[config.mk]
export PLATFORM = sky130hd
export DESIGN_NAME = xor_word
export DESIGN_NICKNAME = d
export VERILOG_FILES = /design/src/rtl/xor_checksum_checker_pkg.sv /design/src/rtl/xor_checksum_checker_xor_word.sv
export SDC_FILE = /design/constraint.sdc
export NUM_CORES = 1
export LEC_CHECK = 0
export ABC_AREA = 1
export BUFFER_PORTS_ARGS = -buffer_cell sky130_fd_sc_hd__buf_2
export CAP_MARGIN = 20
export CORE_MARGIN = 10
export CORE_UTILIZATION = 32
export DETAILED_ROUTE_END_ITERATION = 16
export GPL_TIMING_DRIVEN = 0
export PLACE_DENSITY_LB_ADDON = 0.1
export SLEW_MARGIN = 20
export SYNTH_ARGS = -nofsm -noshare
export SYNTH_HDL_FRONTEND = slang
export SYNTH_SLANG_ARGS = --single-unit
[constraint.sdc]
create_clock -name vclk -period 0.8
set_input_delay 0 -clock vclk [all_inputs]
set_output_delay 0 -clock vclk [all_outputs]
set_load 0.05 [all_outputs]
[src/rtl/xor_checksum_checker_pkg.sv]
// Shared types and defaults for the XOR word checksum checker.
package xor_checksum_checker_pkg;

    typedef enum logic [1:0] {
        ST_IDLE   = 2'd0,
        ST_ACC    = 2'd1,
        ST_DRAIN  = 2'd2,
        ST_RESULT = 2'd3
    } chk_state_t;

    localparam int DEF_WIDTH     = 24;
    localparam int DEF_MAX_WORDS = 16;
    localparam int DEF_CNT_W     = 5;

endpackage

[src/rtl/xor_checksum_checker_xor_word.sv]
// Word-wide XOR built from per-bit gates; feeds both accumulate and compare.
module xor_word
    import xor_checksum_checker_pkg::*;
#(
    parameter int WIDTH = DEF_WIDTH
) (
    input  logic [WIDTH-1:0] a,
    input  logic [WIDTH-1:0] b,
    output logic [WIDTH-1:0] y
);

    for (genvar i = 0; i < WIDTH; i++) begin : g_bit
        assign y[i] = a[i] ^ b[i];
    end

endmodule

==> qor.log, run 1 <==
[detailed_routing] total wirelength of the detailed-routed design 1957 um
[die] floorplan core area 1318 um2
[detailed_routing] number of detailed-route iterations in the first pass 2
[logic_synthesis] Yosys warning total 0
[timing] final-report max-slew violation count 0
[cts] post-cts sizing count 0
[critical_path] CP max FO 2
[global_routing] maximum number of pins on one net before global-route repair 3
[detailed_routing] post-route DRC violation count 0
[placement] number of buffers added on ports 72
[worst_hold_path] worst hold path class primary input to primary output
[placement] DP HPWL 1908 um
[cells_and_area] sequential cell area in the final layout 0 um2
[timing] worst rel slew slack 82.46%
[logic_synthesis] top area cells in the synthesized netlist nand2_1, inv_1
[die] number of placement rows 13
[timing] minimum clock period after layout 0.5085 ns
[critical_path] data required time of the critical path 0.80 ns
[timing] setup repair after global routing missed its margin no
[timing] achievable frequency 1.967 GHz
[logic_synthesis] Avg Cell Area, Syn 3.754 um2
[die] number of ports placed on the die boundary 72
[logic_synthesis] combined area of all synthesized cells 450.4 um2
[pwr] worst vdd rail ir drop 0.0004192 V
[pwr] ratio of total power to cell area 866.4 nW/um2
[die] width of the chip 57.52 um
[logic_synthesis] Commonest cells post-synth nand2_1, inv_1
[detailed_routing] mean number of vias per cell 4.058
[detailed_routing] Final ANT Viol Nets 0
[global_routing] first-pass GRT wire length 3291 um
[timing] setup violation total in the final timing report 0
[pwr] Leak Pwr 0.7551 nW
[cells_and_area] antenna cell count 0
[global_routing] busiest grt layer met2
[global_routing] global routing usage on met1 8.568%
[logic_synthesis] top cell type's share of synthesized area 60.00%
[job] max-cap viol count 0
[logic_synthesis] cell with the most instances after synthesis nand2_1
[status] run status finished, final reports clean
[placement] routability congestion estimate from global placement 0.6074
[logic_synthesis] sequential element share of the synthesized area 0%
[global_routing] initial antenna violation count 0
[timing] setup ws final 0.2915 ns
[critical_path] critical path endpoint category primary output
[die] Starting Density 34.19%
[logic_synthesis] Net Count, Synth 168
[cells_and_area] area growth from synthesis to layout 84.17%
[cells_and_area] number of nets in the finished design 242
[global_routing] global routing met2 resource utilization 23.47%
[cells_and_area] Filler Cell Count 145
[critical_path] kind of critical path primary input to primary output
[timing] hold violation count in the final report 0
[cells_and_area] multi-input gate area in the final layout 270.3 um2
[timing] pin slew with the least headroom to its limit 0.2649 ns
[global_routing] met3 layer usage reported by global route 7.522%
[timing] ratio of final minimum period to clock period 63.56%
[critical_path] data arrival time of the critical path 0.51 ns
[cts] Post-CTS Setup Bufs 0
[die] die area 3308 um2
[timing] setup TNS 0 ns
[cells_and_area] layout cell share with drive strength beyond 1 37.50%
[cells_and_area] count of sequential standard cells 0
[global_routing] vias in the first global route 869
[detailed_routing] Avg WL per Cell 9.454 um
[detailed_routing] total number of vias 840
[die] overall die height 57.52 um
[critical_path] startpoint type of the worst setup path primary input
[global_routing] GRT Overall Usage 11.26%
[logic_synthesis] Yosys top cell by area nand2_1
[placement] dpl ws 0.2857 ns
[logic_synthesis] number of distinct library cells after synthesis 2
[cts] CTS hold repair buffers 0
[logic_synthesis] number of cells produced by synthesis 120
[detailed_routing] number of DRC markers in iteration 0 3
[global_routing] remaining global-route overflow 0
[cells_and_area] clkbuf count 0
==> cells by family after synthesis <==
family | share of synthesized area [%]
and+or+nand+nor | 60.00
buffers and inverters | 40.00
==> metal layers <==
layer  vias up  routed length (um)
li1        459                   -
met1       342                 553
met2        39                1052
met4         0                   0
met5         -                   0
met3         0                 352
==> cell type report <==
class,count,area share [%]
inverter,48,21.72
timing repair buffer,72,43.44
tap,15,2.262
multi-input combinational,72,32.58
==> metrics by stage <==
stage | utilization [%] | instances | total power [mW] | cell area [um2] | hold WS [ns]
global route | 62.96 | 207 | 0.7823 | 829.5 | 0.4068
floorplan | - | 120 | 0.4754 | 450.4 | 0.3190
CTS | 62.96 | 207 | 0.7271 | 829.5 | 0.3961
global placement | 62.96 | 207 | 0.7032 | 829.5 | 0.3881
finish | 62.96 | 207 | 0.7187 | 829.5 | 0.3926
detailed placement | 62.96 | 207 | 0.7253 | 829.5 | 0.3958
==> worst max-delay path: stages <==
cell and delay (ns):
buf_2 0.10, inv_1 0.04, nand2_1 0.04, nand2_1 0.05, buf_2 0.26
==> power breakdown <==
| part | internal, mW | switching [mW] | total [mW] |
|---|---|---|---|
| clock | 0 | 0 | 0 |
| sequential | 0 | 0 | 0 |
| combinational | 0.206 | 0.513 | 0.719 |
| total | 0.206 | 0.513 | 0.719 |
==> layout by cell type, fill, tap and decap left out <==
cell type / synthesis / final
buf_2: 0 / 72
nand2_1: 72 / 72
inv_1: 48 / 48
==> final timing paths <==
check                to  slack [ns]  cells after the start  startpoint
setup / recovery   y[3]        0.29                      5        a[3]
hold / removal    y[13]        0.39                      4       a[13]
Note: power is estimated with default switching activity, not from simulation.
==> run 2: changes to the inputs <==
--- a/config.mk
+++ b/config.mk
@@ -9,7 +9,7 @@
 export BUFFER_PORTS_ARGS = -buffer_cell sky130_fd_sc_hd__buf_2
 export CAP_MARGIN = 20
 export CORE_MARGIN = 10
-export CORE_UTILIZATION = 32
+export CORE_UTILIZATION = 30
 export DETAILED_ROUTE_END_ITERATION = 16
 export GPL_TIMING_DRIVEN = 0
 export PLACE_DENSITY_LB_ADDON = 0.1
==> qor.log, run 2 (same netlist as run 1, synthesis figures left out) <==
[cts] CTS hold repair buffers 0
[timing] setup repair after global routing missed its margin no
[die] number of ports placed on the die boundary 72
[global_routing] global routing usage on met1 8.115%
[timing] final-report max-slew violation count 0
[cts] post-cts sizing count 0
[critical_path] kind of critical path primary input to primary output
[detailed_routing] number of detailed-route iterations in the first pass 4
[detailed_routing] number of DRC markers in iteration 0 2
[pwr] worst vdd rail ir drop 0.0004691 V
[die] floorplan core area 1350 um2
[timing] hold violation count in the final report 0
[timing] setup violation total in the final timing report 0
[cells_and_area] clkbuf count 0
[global_routing] vias in the first global route 750
[detailed_routing] mean number of vias per cell 3.942
[status] run status finished, final reports clean
[cells_and_area] commonest cells after routing, fill and taps aside nand2_1, buf_2, inv_1
[timing] minimum clock period after layout 0.5067 ns
[cells_and_area] antenna cell count 0
[critical_path] data required time of the critical path 0.80 ns
[cells_and_area] sequential cell area in the final layout 0 um2
[timing] worst rel slew slack 82.76%
[global_routing] first-pass GRT wire length 2946 um
[critical_path] Slowest Stage Delay on Critical Path 0.26 ns
[pwr] overall power after layout 0.7178 mW
[cells_and_area] number of nets in the finished design 242
[placement] routability congestion estimate from global placement 0.6175
[global_routing] met3 layer usage reported by global route 7.511%
[cells_and_area] layout cell share with drive strength beyond 1 37.50%
[detailed_routing] Final ANT Viol Nets 0
[die] die area 3452 um2
[global_routing] global routing met2 resource utilization 18.92%
[timing] ratio of final minimum period to clock period 63.34%
[detailed_routing] post-route DRC violation count 0
[cells_and_area] Post-Layout Inst Area 829.5 um2
[die] width of the chip 58.75 um
[critical_path] crit path cell chain buf_2 > inv_1 > nand2_1 > nand2_1 > buf_2
[global_routing] maximum number of pins on one net before global-route repair 3
[pwr] ratio of total power to cell area 865.3 nW/um2
[cells_and_area] utilization of the core after routing 61.45%
[critical_path] crit-path leading delay family buffers and inverters
[worst_hold_path] worst hold path class primary input to primary output
[die] overall die height 58.75 um
[critical_path] worst path bufs/invs 3
[timing] setup TNS 0 ns
[cells_and_area] count of sequential standard cells 0
[cts] Post-CTS Setup Bufs 0
[timing] final hold slack 0.3936 ns
[placement] number of buffers added on ports 72
[global_routing] initial antenna violation count 0
[detailed_routing] Avg WL per Cell 9.179 um
[die] number of placement rows 13
[detailed_routing] total number of vias 816
[global_routing] GRT Overall Usage 9.795%
[critical_path] CP max FO 2
[critical_path] data arrival time of the critical path 0.51 ns
[timing] pin slew with the least headroom to its limit 0.2603 ns
[global_routing] remaining global-route overflow 0
[job] max-cap viol count 0
[global_routing] busiest grt layer met2
[cells_and_area] Filler Cell Count 156
[placement] DP HPWL 1846 um
[pwr] Leak Pwr 0.7551 nW
[timing] achievable frequency 1.973 GHz
[detailed_routing] total wirelength of the detailed-routed design 1900 um
[die] Starting Density 33.36%
[cells_and_area] area growth from synthesis to layout 84.17%
[placement] post-placement cell area 829.5 um2
[critical_path] startpoint type of the worst setup path primary input
[critical_path] cell with the largest stage delay on the worst path buf_2
[critical_path] critical path endpoint category primary output
==> run 2: cell counts in the layout (fill, tap and decap cells not counted) <==
No cell type changed its count.
==> run 2: stage by stage <==
step	cells	worst slack (ns)
after floorplan	120	0.3933
after global placement	207	0.3122
after detailed placement	207	0.2881
after CTS	207	0.2881
after global routing	207	0.2229
final	207	0.2933
==> run 2: where the power goes <==
group	internal (mW)	total (mW)	switching [mW]
sequential	0	0	0
combinational	0.206	0.718	0.512
clock	0	0	0
==> run 2: final cells by class <==
class,instances,area (um2),share of cell area (%)
repair buffers,72,360.3,43.44
multi-input cells,72,270.3,32.58
inverters,48,180.2,21.72
well taps,15,18.77,2.262
==> run 2: per-layer routing <==
metal | wire length (um) | share of wire, % | vias to the layer above
met5 | 0 | 0 | -
met4 | 0 | 0 | 0
met3 | 353 | 19 | 0
met2 | 920 | 48 | 40
met1 | 626 | 33 | 318
li1 | - | - | 458
==> run 2: worst paths after layout <==
| path | endpoint | slack (ns) | startpoint | cells past startpoint |
|---|---|---|---|---|
| setup / recovery | y[1] | 0.29 | a[1] | 5 |
| hold / removal | y[13] | 0.39 | a[13] | 4 |
